<file path="config.mk">
export PLATFORM = sky130hd
export DESIGN_NAME = instruction_decode_stage_flat
export DESIGN_NICKNAME = d
export VERILOG_FILES = /design/src/rtl/instruction_decode_stage_pkg.sv /design/src/rtl/instruction_decode_stage_if.sv /design/src/rtl/instruction_decode_stage_skid.sv /design/src/rtl/instruction_decode_stage.sv /design/src/flat_wrapper.sv
export SDC_FILE = /design/constraint.sdc
export NUM_CORES = 1
export LEC_CHECK = 0
export ABC_AREA = 1
export CAP_MARGIN = 20
export CORE_MARGIN = 1
export CORE_UTILIZATION = 52
export CTS_CLUSTER_DIAMETER = 150
export DETAILED_ROUTE_END_ITERATION = 10
export PLACE_DENSITY_LB_ADDON = 0.1
export SETUP_SLACK_MARGIN = 0.05
export SLEW_MARGIN = 25
export SYNTH_ARGS = -nofsm -noshare
export SYNTH_HDL_FRONTEND = slang
export SYNTH_SLANG_ARGS = --single-unit
</file>
<file path="constraint.sdc">
create_clock -name i_clk -period 2 [get_ports i_clk]
set_input_delay 0.4 -clock i_clk [delete_from_list [all_inputs] [get_ports i_clk]]
set_output_delay 0.4 -clock i_clk [all_outputs]
set_load 0.01 [all_outputs]
</file>
<file path="src/rtl/instruction_decode_stage_pkg.sv">
// Shared RV32I decode definitions: opcodes, funct fields, ALU op enum and the
// decoded bundle handed to execute.
package instruction_decode_stage_pkg;

    localparam int XLEN = 32;

    localparam logic [6:0] OPC_OP     = 7'b0110011;
    localparam logic [6:0] OPC_OP_IMM = 7'b0010011;
    localparam logic [6:0] OPC_LUI    = 7'b0110111;

    localparam logic [2:0] F3_ADD_SUB = 3'b000;
    localparam logic [2:0] F3_SLL     = 3'b001;
    localparam logic [2:0] F3_SLT     = 3'b010;
    localparam logic [2:0] F3_SLTU    = 3'b011;
    localparam logic [2:0] F3_XOR     = 3'b100;
    localparam logic [2:0] F3_SRL_SRA = 3'b101;
    localparam logic [2:0] F3_OR      = 3'b110;
    localparam logic [2:0] F3_AND     = 3'b111;

    localparam logic [6:0] F7_BASE = 7'h00;
    localparam logic [6:0] F7_ALT  = 7'h20;

    typedef enum logic [3:0] {
        ALU_ADD  = 4'd0,
        ALU_SUB  = 4'd1,
        ALU_SLT  = 4'd2,
        ALU_SLTU = 4'd3,
        ALU_XOR  = 4'd4,
        ALU_OR   = 4'd5,
        ALU_AND  = 4'd6,
        ALU_SLL  = 4'd7,
        ALU_SRL  = 4'd8,
        ALU_SRA  = 4'd9
    } alu_op_e;

    typedef struct packed {
        logic [XLEN-1:0] imm;
        logic            imm_sel;
        alu_op_e         op;
        logic [4:0]      rs1;
        logic [4:0]      rs2;
        logic [4:0]      rd;
        logic            rd_we;
        logic            illegal;
    } id_bundle_t;

    localparam int BUNDLE_W = $bits(id_bundle_t);

    // funct3 -> op for the funct7=0x00 form; Sub/Sra are picked by the caller.
    function automatic alu_op_e alu_op_from_f3(input logic [2:0] f3);
        alu_op_e op;
        case (f3)
            F3_SLL:     op = ALU_SLL;
            F3_SLT:     op = ALU_SLT;
            F3_SLTU:    op = ALU_SLTU;
            F3_XOR:     op = ALU_XOR;
            F3_SRL_SRA: op = ALU_SRL;
            F3_OR:      op = ALU_OR;
            F3_AND:     op = ALU_AND;
            default:    op = ALU_ADD;
        endcase
        return op;
    endfunction

endpackage

</file>
<file path="src/rtl/instruction_decode_stage_if.sv">
// Fetch-side and execute-side handshake plus decoded bundle of the decode stage.
interface instruction_decode_stage_if;
    import instruction_decode_stage_pkg::*;

    logic [31:0]     i_if_instr;
    logic            i_if_valid;
    logic            o_if_ready;
    logic            i_flush;
    logic            o_id_valid;
    logic            i_ex_ready;
    logic [XLEN-1:0] o_id_imm;
    logic            o_imm_sel;
    logic [3:0]      o_op_data;
    logic [4:0]      o_rs1_addr;
    logic [4:0]      o_rs2_addr;
    logic [4:0]      o_rd_addr;
    logic            o_rd_we;
    logic            o_illegal;

    modport master (
        input  i_if_instr, i_if_valid, i_flush, i_ex_ready,
        output o_if_ready, o_id_valid, o_id_imm, o_imm_sel, o_op_data,
               o_rs1_addr, o_rs2_addr, o_rd_addr, o_rd_we, o_illegal
    );

    modport slave (
        output i_if_instr, i_if_valid, i_flush, i_ex_ready,
        input  o_if_ready, o_id_valid, o_id_imm, o_imm_sel, o_op_data,
               o_rs1_addr, o_rs2_addr, o_rd_addr, o_rd_we, o_illegal
    );

endinterface

</file>
<file path="src/rtl/instruction_decode_stage_skid.sv">
// Two-entry registered valid/ready pipeline register (output reg + skid) with flush.
module decode_skid_buffer #(
    parameter int WIDTH = 8
) (
    input  logic             clk,
    input  logic             rst_n,
    input  logic             flush,
    input  logic [WIDTH-1:0] in_data,
    input  logic             in_valid,
    output logic             in_ready,
    output logic [WIDTH-1:0] out_data,
    output logic             out_valid,
    input  logic             out_ready
);

    logic             skid_valid;
    logic [WIDTH-1:0] skid_data;
    logic             in_fire;
    logic             load_out;

    // in_ready comes straight from a flop, so upstream sees a registered ready.
    assign in_ready = !skid_valid;
    assign in_fire  = in_valid && !skid_valid;
    assign load_out = !out_valid || out_ready;

    always_ff @(posedge clk or negedge rst_n) begin
        if (!rst_n) begin
            out_valid  <= 1'b0;
            out_data   <= '0;
            skid_valid <= 1'b0;
            skid_data  <= '0;
        end else if (flush) begin
            out_valid  <= 1'b0;
            skid_valid <= 1'b0;
        end else if (load_out) begin
            // Skid holds the older word, so it always wins the output slot.
            if (skid_valid) begin
                out_data   <= skid_data;
                out_valid  <= 1'b1;
                skid_valid <= 1'b0;
            end else begin
                out_valid <= in_fire;
                if (in_fire) out_data <= in_data;
            end
        end else if (in_fire) begin
            skid_data  <= in_data;
            skid_valid <= 1'b1;
        end
    end

endmodule

</file>
<file path="src/rtl/instruction_decode_stage.sv">
// RV32I decode stage for OP, OP-IMM and LUI; decoded bundle is registered
// toward execute through a skid buffer.
module instruction_decode_stage
    import instruction_decode_stage_pkg::*;
(
    input  logic                        i_clk,
    input  logic                        i_rst_n,
    instruction_decode_stage_if.master  bus
);

    logic [31:0] instr;
    logic [6:0]  opcode;
    logic [2:0]  f3;
    logic [6:0]  f7;
    logic        legal;
    id_bundle_t  dec;
    id_bundle_t  held;

    assign instr  = bus.i_if_instr;
    assign opcode = instr[6:0];
    assign f3     = instr[14:12];
    assign f7     = instr[31:25];

    always_comb begin
        dec         = '0;
        dec.rs1     = instr[19:15];
        dec.rs2     = instr[24:20];
        dec.rd      = instr[11:7];
        dec.op      = ALU_ADD;
        legal       = 1'b0;
        case (opcode)
            OPC_OP: begin
                legal     = 1'b1;
                dec.rd_we = 1'b1;
                case (f3)
                    F3_ADD_SUB: begin
                        if (f7 == F7_ALT)       dec.op = ALU_SUB;
                        else if (f7 != F7_BASE) legal  = 1'b0;
                    end
                    F3_SRL_SRA: begin
                        dec.op = ALU_SRL;
                        if (f7 == F7_ALT)       dec.op = ALU_SRA;
                        else if (f7 != F7_BASE) legal  = 1'b0;
                    end
                    default: begin
                        dec.op = alu_op_from_f3(f3);
                        legal  = (f7 == F7_BASE);
                    end
                endcase
            end
            OPC_OP_IMM: begin
                legal       = 1'b1;
                dec.rd_we   = 1'b1;
                dec.imm_sel = 1'b1;
                dec.op      = alu_op_from_f3(f3);
                dec.imm     = {{20{instr[31]}}, instr[31:20]};
                // Shifts reuse the upper immediate bits as funct7 and take a 5-bit shamt.
                if (f3 == F3_SLL) begin
                    dec.imm = {27'd0, instr[24:20]};
                    legal   = (f7 == F7_BASE);
                end else if (f3 == F3_SRL_SRA) begin
                    dec.imm = {27'd0, instr[24:20]};
                    if (f7 == F7_ALT)       dec.op = ALU_SRA;
                    else if (f7 != F7_BASE) legal  = 1'b0;
                end
            end
            OPC_LUI: begin
                legal       = 1'b1;
                dec.rd_we   = 1'b1;
                dec.imm_sel = 1'b1;
                dec.rs1     = 5'd0;
                dec.imm     = {instr[31:12], 12'd0};
            end
            default: ;
        endcase
        if (!legal) begin
            dec.imm     = '0;
            dec.imm_sel = 1'b0;
            dec.op      = ALU_ADD;
            dec.rd_we   = 1'b0;
        end
        dec.illegal = !legal;
    end

    decode_skid_buffer #(
        .WIDTH (BUNDLE_W)
    ) u_skid (
        .clk       (i_clk),
        .rst_n     (i_rst_n),
        .flush     (bus.i_flush),
        .in_data   (dec),
        .in_valid  (bus.i_if_valid),
        .in_ready  (bus.o_if_ready),
        .out_data  (held),
        .out_valid (bus.o_id_valid),
        .out_ready (bus.i_ex_ready)
    );

    assign bus.o_id_imm   = held.imm;
    assign bus.o_imm_sel  = held.imm_sel;
    assign bus.o_op_data  = held.op;
    assign bus.o_rs1_addr = held.rs1;
    assign bus.o_rs2_addr = held.rs2;
    assign bus.o_rd_addr  = held.rd;
    assign bus.o_rd_we    = held.rd_we;
    assign bus.o_illegal  = held.illegal;

endmodule

</file>
<file path="src/flat_wrapper.sv">
// flat-port wrapper written by rule: the top's interface ports become plain ports
module instruction_decode_stage_flat import instruction_decode_stage_pkg::*;
  (i_clk, i_rst_n, bus_i_if_instr, bus_i_if_valid, bus_i_flush, bus_i_ex_ready, bus_o_if_ready, bus_o_id_valid, bus_o_id_imm, bus_o_imm_sel, bus_o_op_data, bus_o_rs1_addr, bus_o_rs2_addr, bus_o_rd_addr, bus_o_rd_we, bus_o_illegal);
  instruction_decode_stage_if bus_i ();
  input  logic i_clk;
  input  logic i_rst_n;
  input wire logic [$bits(bus_i.i_if_instr)-1:0] bus_i_if_instr;
  input wire logic [$bits(bus_i.i_if_valid)-1:0] bus_i_if_valid;
  input wire logic [$bits(bus_i.i_flush)-1:0] bus_i_flush;
  input wire logic [$bits(bus_i.i_ex_ready)-1:0] bus_i_ex_ready;
  output wire logic [$bits(bus_i.o_if_ready)-1:0] bus_o_if_ready;
  output wire logic [$bits(bus_i.o_id_valid)-1:0] bus_o_id_valid;
  output wire logic [$bits(bus_i.o_id_imm)-1:0] bus_o_id_imm;
  output wire logic [$bits(bus_i.o_imm_sel)-1:0] bus_o_imm_sel;
  output wire logic [$bits(bus_i.o_op_data)-1:0] bus_o_op_data;
  output wire logic [$bits(bus_i.o_rs1_addr)-1:0] bus_o_rs1_addr;
  output wire logic [$bits(bus_i.o_rs2_addr)-1:0] bus_o_rs2_addr;
  output wire logic [$bits(bus_i.o_rd_addr)-1:0] bus_o_rd_addr;
  output wire logic [$bits(bus_i.o_rd_we)-1:0] bus_o_rd_we;
  output wire logic [$bits(bus_i.o_illegal)-1:0] bus_o_illegal;
  assign bus_i.i_if_instr = bus_i_if_instr;
  assign bus_i.i_if_valid = bus_i_if_valid;
  assign bus_i.i_flush = bus_i_flush;
  assign bus_i.i_ex_ready = bus_i_ex_ready;
  assign bus_o_if_ready = bus_i.o_if_ready;
  assign bus_o_id_valid = bus_i.o_id_valid;
  assign bus_o_id_imm = bus_i.o_id_imm;
  assign bus_o_imm_sel = bus_i.o_imm_sel;
  assign bus_o_op_data = bus_i.o_op_data;
  assign bus_o_rs1_addr = bus_i.o_rs1_addr;
  assign bus_o_rs2_addr = bus_i.o_rs2_addr;
  assign bus_o_rd_addr = bus_i.o_rd_addr;
  assign bus_o_rd_we = bus_i.o_rd_we;
  assign bus_o_illegal = bus_i.o_illegal;
  instruction_decode_stage u_core (.i_clk(i_clk), .i_rst_n(i_rst_n), .bus(bus_i));
endmodule
</file>
# Word level (Yosys, flattened, before mapping)
# Index checks and enable logic that the tools add are counted.
# totals
register_bits,110
input_bits,37
word_cells,62
# op_classes
bitwise,2
eq_ne,11
reduce_logical,15
mux,30
# op_table
operator,count
54-bit two-way mux,2
33-bit one-hot mux with 2 select lines,1
32-bit two-way mux,2
37-bit two-way mux,1
4-bit one-hot mux with 7 select lines,1
"7-bit by 6-bit == test with 1-bit output, second input constant",3
3-bit one-hot mux with 6 select lines,1
4-bit one-hot mux with 2 select lines,2
1-bit two-way mux,15
"3-bit == test, second input constant",4
4-bit two-way mux,3
"7-bit by 5-bit == test with 1-bit output, second input constant",1
7-bit zero test,1
7-bit nonzero test,1
"3-bit by 2-bit == test with 1-bit output, second input constant",2
3-bit AND reduction,2
5-bit two-way mux,1
2-bit nonzero test,2
"3-bit by 1-bit == test with 1-bit output, second input constant",1
1-bit zero test,3
3-bit zero test,1
1-bit one-hot mux with 3 select lines,1
3-bit nonzero test,1
3-bit OR reduction,1
4 further kinds,5

# Logic depth before layout (Yosys ltp)
# Gate-level depths: netlist of the first run.
# depth
depth_word,9
ltp_mapped,12

# By module
# A second synthesis of the first run with hierarchy kept.
# unflattened
cells_unflattened,793
area_unflattened_um2,5660.4
# modules_own_cells
module,instances,area_per_inst_um2,cells_per_inst,seq_area_each_um2
decode_skid_buffer,1,5046.1,655,2752.6
instruction_decode_stage,1,614.3,138,0.0

# Worst setup path after synthesis of the first run
# No wires, ideal clock.
# synth_path
path_type,reg2reg
start,reg u_core.u_skid.out_valid
end,reg u_core.u_skid.skid_data[38]
stages_incl_launch_ff,11
arrival_time_ns,1.371
slack_ns,0.500
setup_time_ns,0.128
path_cell_list,dfrtp_1 inv_1 nor2_2 inv_2 or2_4 nor2_2 nand2_1 buf_6 clkinv_4 buf_2 a31oi_1
# synth_between
elab_chain_len,4
# synth_lines
item,line,text
"start, declared",instruction_decode_stage_skid.sv:12,"output logic out_valid,"
"start signal, assigned",instruction_decode_stage_skid.sv:42,out_valid <= in_fire;
1-bit zero test,instruction_decode_stage_skid.sv:24,assign load_out = !out_valid || out_ready;
1-bit logical OR,instruction_decode_stage_skid.sv:24,
1-bit NOT (no source line),--,
3-bit AND reduction (no source line),--,
"end signal, assigned",instruction_decode_stage_skid.sv:46,skid_data <= in_data;
"end, declared",instruction_decode_stage_skid.sv:17,logic [WIDTH-1:0] skid_data;
# No other way between the ends.
# A chain may end at the register's enable or synchronous reset.

# Worst setup path after layout of the first run
# layout_path
start,reg u_core.u_skid.skid_valid
end,out bus_o_if_ready
# layout_between
elab_chain_len,1
# layout_lines
item,line,text
"start, declared",instruction_decode_stage_skid.sv:16,logic skid_valid;
"start signal, assigned",instruction_decode_stage_skid.sv:30,skid_valid <= 1'b0;
"start signal, assigned",instruction_decode_stage_skid.sv:34,skid_valid <= 1'b0;
"start signal, assigned",instruction_decode_stage_skid.sv:40,skid_valid <= 1'b0;
1-bit zero test,instruction_decode_stage_skid.sv:22,assign in_ready = !skid_valid;
"end, declared",flat_wrapper.sv:11,output wire logic [$bits(bus_i.o_if_ready)-1:0] bus_o_if_ready;
# No other way between the ends.

==> impl_metrics.toml, run 1 <==
[placement]
dp_hpwl_mm = 8.67
dp.cells = 866
port_buffers = 92
place_area_um2 = 6430
gp_congestion = 0.849

[hold_path]
hold_end = "u_core.u_skid.out_data[31]"
hp-class = "flip-flop to flip-flop"
min_path_cells = 2
min-delay-start = "u_core.u_skid.out_data[31]"

[status]
status = "finished clean"

[floorplan]
core_um2 = 9420
die_h_um = 102
initial_core_util_pct = 54.8
die_w_um = 102
io_pins = 93
design.die.area_um2 = 10300
num_rows = 35

[final_layout]
syn2layout_area_growth_pct = 29.1
n_antenna_cell = 0
fin_cells = 883
design_area_um2 = 6650
nets = 786
drive_above_1_share_pct = 9.95

[clocking]
clkTransAtPathRegs_ps = 120
clock-root-buffer = "clkbuf_8"
htreeDepth = 3
cts_made_buffers = 9
clockBufferDepth = 2
clk-insertion-delay-late_ps = 380
cts_tree = "yes"
cts_sinks = 110

[synthesis]
yosysWarnings = 0
synth_area_um2 = 5150
syn_avg_cell_area_um2 = 8.03
yosys.area.top_type = "dfrtp_1"
synth_cell_types = 29
synth-seq-cells = 110
synth.most_common_cell = "nand2_1"
ys_seq_area_share_pct = 53.4
synth_edf_count = 0
synth_fa_ha_area_share_pct = 0
synth.area.mux_share_pct = 0
synth.area.top_cells = "dfrtp_1 53%, nand2_1 16%, o21ai_0 8.7%"
synthXorXnorAreaFrac_pct = 0
async_flop_share_pct = 100
netlist.area_leader.share_pct = 53.4
synth_top_family_by_area = "simple AND/OR/NAND/NOR gates"
netlist_instances = 642
synth-simple-area-share_pct = 23.3
synth_compound_area_share_pct = 15.6
synthTopCellsByCount = "216 x nand2_1, 110 x dfrtp_1, 90 x o21ai_0, 56 x nor2_1, 45 x inv_1"
ys.flop_type = "dfrtp_1"
syn_nets = 679

[detailed_routing]
antenna_left = 0
first_pass_iters = 4
drcViolationCount = 0
drtIter0Drc = 189
wl_per_cell_um = 14.0
routed_wl_mm = 12.4
viasPerCell = 5.25
dr_total_vias = 4635

[sta]
worst_slew_pin_slew_ps = 365
fmax_mhz = 550
slew_violations = 0
finClkSkew_ps = 17.5
timing.final.crit_share_pct = 90.9
rsz0062_at_grt = "no"
finalSetupViolations = 0
finalSetupTns_ps = 0
hold_violations = 0
slew_headroom_pct = 75.7
fin_crit_ps = 1820

[critical_path]
worstSetupEndpointType = "output pin"
critPathRequiredTime_ps = 1600
crit_arrival_ps = 1420
ff2ff_path_depth = 9
path_max_fanout = 4
crit_type = "flip-flop to output pin"
timing.rr.end = "u_core.u_skid.skid_data[50]"
reg2reg_from = "u_core.u_skid.out_valid"
rrSetupSlack_ps = 340
worstSetupStartpointType = "flip-flop"

[power_and_ir_drop]
irDropWorstVdd_v = 0.000375
p_leak_uw = 0.00340
power_uw = 4980
power_density_nw_per_um2 = 748

[global_routing]
grt.overflow.total = 0
first_global_vias = 4413
grt_first_pass_wirelength_mm = 20.3
antenna_found_initial = 0
track_usage_pct = 25.5
grt_max_degree = 49

[flow_run]
maxCapViolations = 0
## layer usage
layer / vias to the layer above / track usage (%) / wire length [um]
li1: 2269 / - / -
met1: 2190 / 34.7 / 5700
met2: 147 / 41.2 / 5780
met3: 29 / 3.52 / 570
met4: 0 / 10.7 / 303
met5: - / 0 / 0
## how the worst max path moves through the flow
stage,from,depth (start not counted),to,slack (ps)
2_1_floorplan,u_core.u_skid.out_valid,10,u_core.u_skid.skid_data[38],500
3_3_place_gp,bus_i_if_instr[12],8,u_core.u_skid.out_data[52],-160
3_5_place_dp,bus_i_if_instr[12],8,u_core.u_skid.out_data[52],-190
4_1_cts,u_core.u_skid.skid_valid,2,bus_o_if_ready,170
5_1_grt,bus_i_if_instr[2],9,u_core.u_skid.skid_data[25],60
6_report,u_core.u_skid.skid_valid,2,bus_o_if_ready,180
## power by group
part,internal [uW],switching [uW]
sequential,2510,142
combinational,444,441
clock,634,812
## kinds of logic (layout without fill, tap and decap cells)
family                 after synthesis  count (layout)
DFF                                110             110
and+or+nand+nor                    297             297
AOI/OAI and AO/OA                  148             148
buffers and inverters               87             199
## layout by cell type, fill, tap and decap left out, types with 10 or more instances in the layout
| cell type | count |
|---|---|
| dfrtp_1 | 110 |
| o21ai_1 | 10 |
| nand2_1 | 214 |
| o211ai_1 | 14 |
| clkdlybuf4s50_1 | 91 |
| a21oi_1 | 19 |
| nand3_1 | 10 |
| o21ai_0 | 90 |
| nor2_1 | 56 |
| inv_1 | 45 |
| buf_4 | 35 |
| clkbuf_8 | 10 |
## per-stage QoR
step                      setup slack, ps  utilization (%)  hold slack [ps]
after global routing                 64.5             70.7              508
after CTS                             171             70.6              492
after global placement               -161             68.3              399
after detailed placement             -187             68.3              395
after floorplan                       500                -              104
final                                 182             70.7              486
## cell type report
cell class / count / area, um2
fillers: 791 / 2760
flip-flops and latches: 110 / 2750
multi-input cells: 445 / 2010
repair buffers: 134 / 1320
inverters: 49 / 189
well taps: 129 / 161
clock buffers: 10 / 138
clock inverters: 6 / 75.1
## registers in the layout, indices dropped and copies added, names as in the netlist
signal / count
u_core.u_skid.skid_valid: 1
u_core.u_skid.out_valid: 1
u_core.u_skid.skid_data: 54
u_core.u_skid.out_data: 54
## worst max-delay path: stages (launching register included)
cell             delay, ps
dfrtp_1                410
inv_2                   90
clkdlybuf4s50_1        540
## timing repair
action	4_1_cts	5_1_grt
endpoints found under the setup margin	0	2
hold buffers	1	0
setup buffers	0	0
hold endpoints to repair	33	0
gates resized for setup	0	1
(Power assumes the default switching activity.)
==> inputs of run 2 (changes only) <==
--- a/config.mk
+++ b/config.mk
@@ -7,7 +7,6 @@
 export LEC_CHECK = 0
 export ABC_AREA = 1
 export CAP_MARGIN = 20
-export CORE_MARGIN = 1
 export CORE_UTILIZATION = 52
 export CTS_CLUSTER_DIAMETER = 150
 export DETAILED_ROUTE_END_ITERATION = 10
==> results of run 2 <==
Final layout, timing and power as in run 1 (identical DEF).
==> inputs of run 3 (changes only) <==
--- a/config.mk
+++ b/config.mk
@@ -6,8 +6,9 @@
 export NUM_CORES = 1
 export LEC_CHECK = 0
 export ABC_AREA = 1
-export CAP_MARGIN = 20
+export CAP_MARGIN = 30
 export CORE_UTILIZATION = 52
+export CTS_BUF_LIST = sky130_fd_sc_hd__clkbuf_8 sky130_fd_sc_hd__clkbuf_16
 export CTS_CLUSTER_DIAMETER = 150
 export DETAILED_ROUTE_END_ITERATION = 10
 export PLACE_DENSITY_LB_ADDON = 0.1
==> results of run 3 <==
Final layout, timing and power as in run 1 (identical DEF).
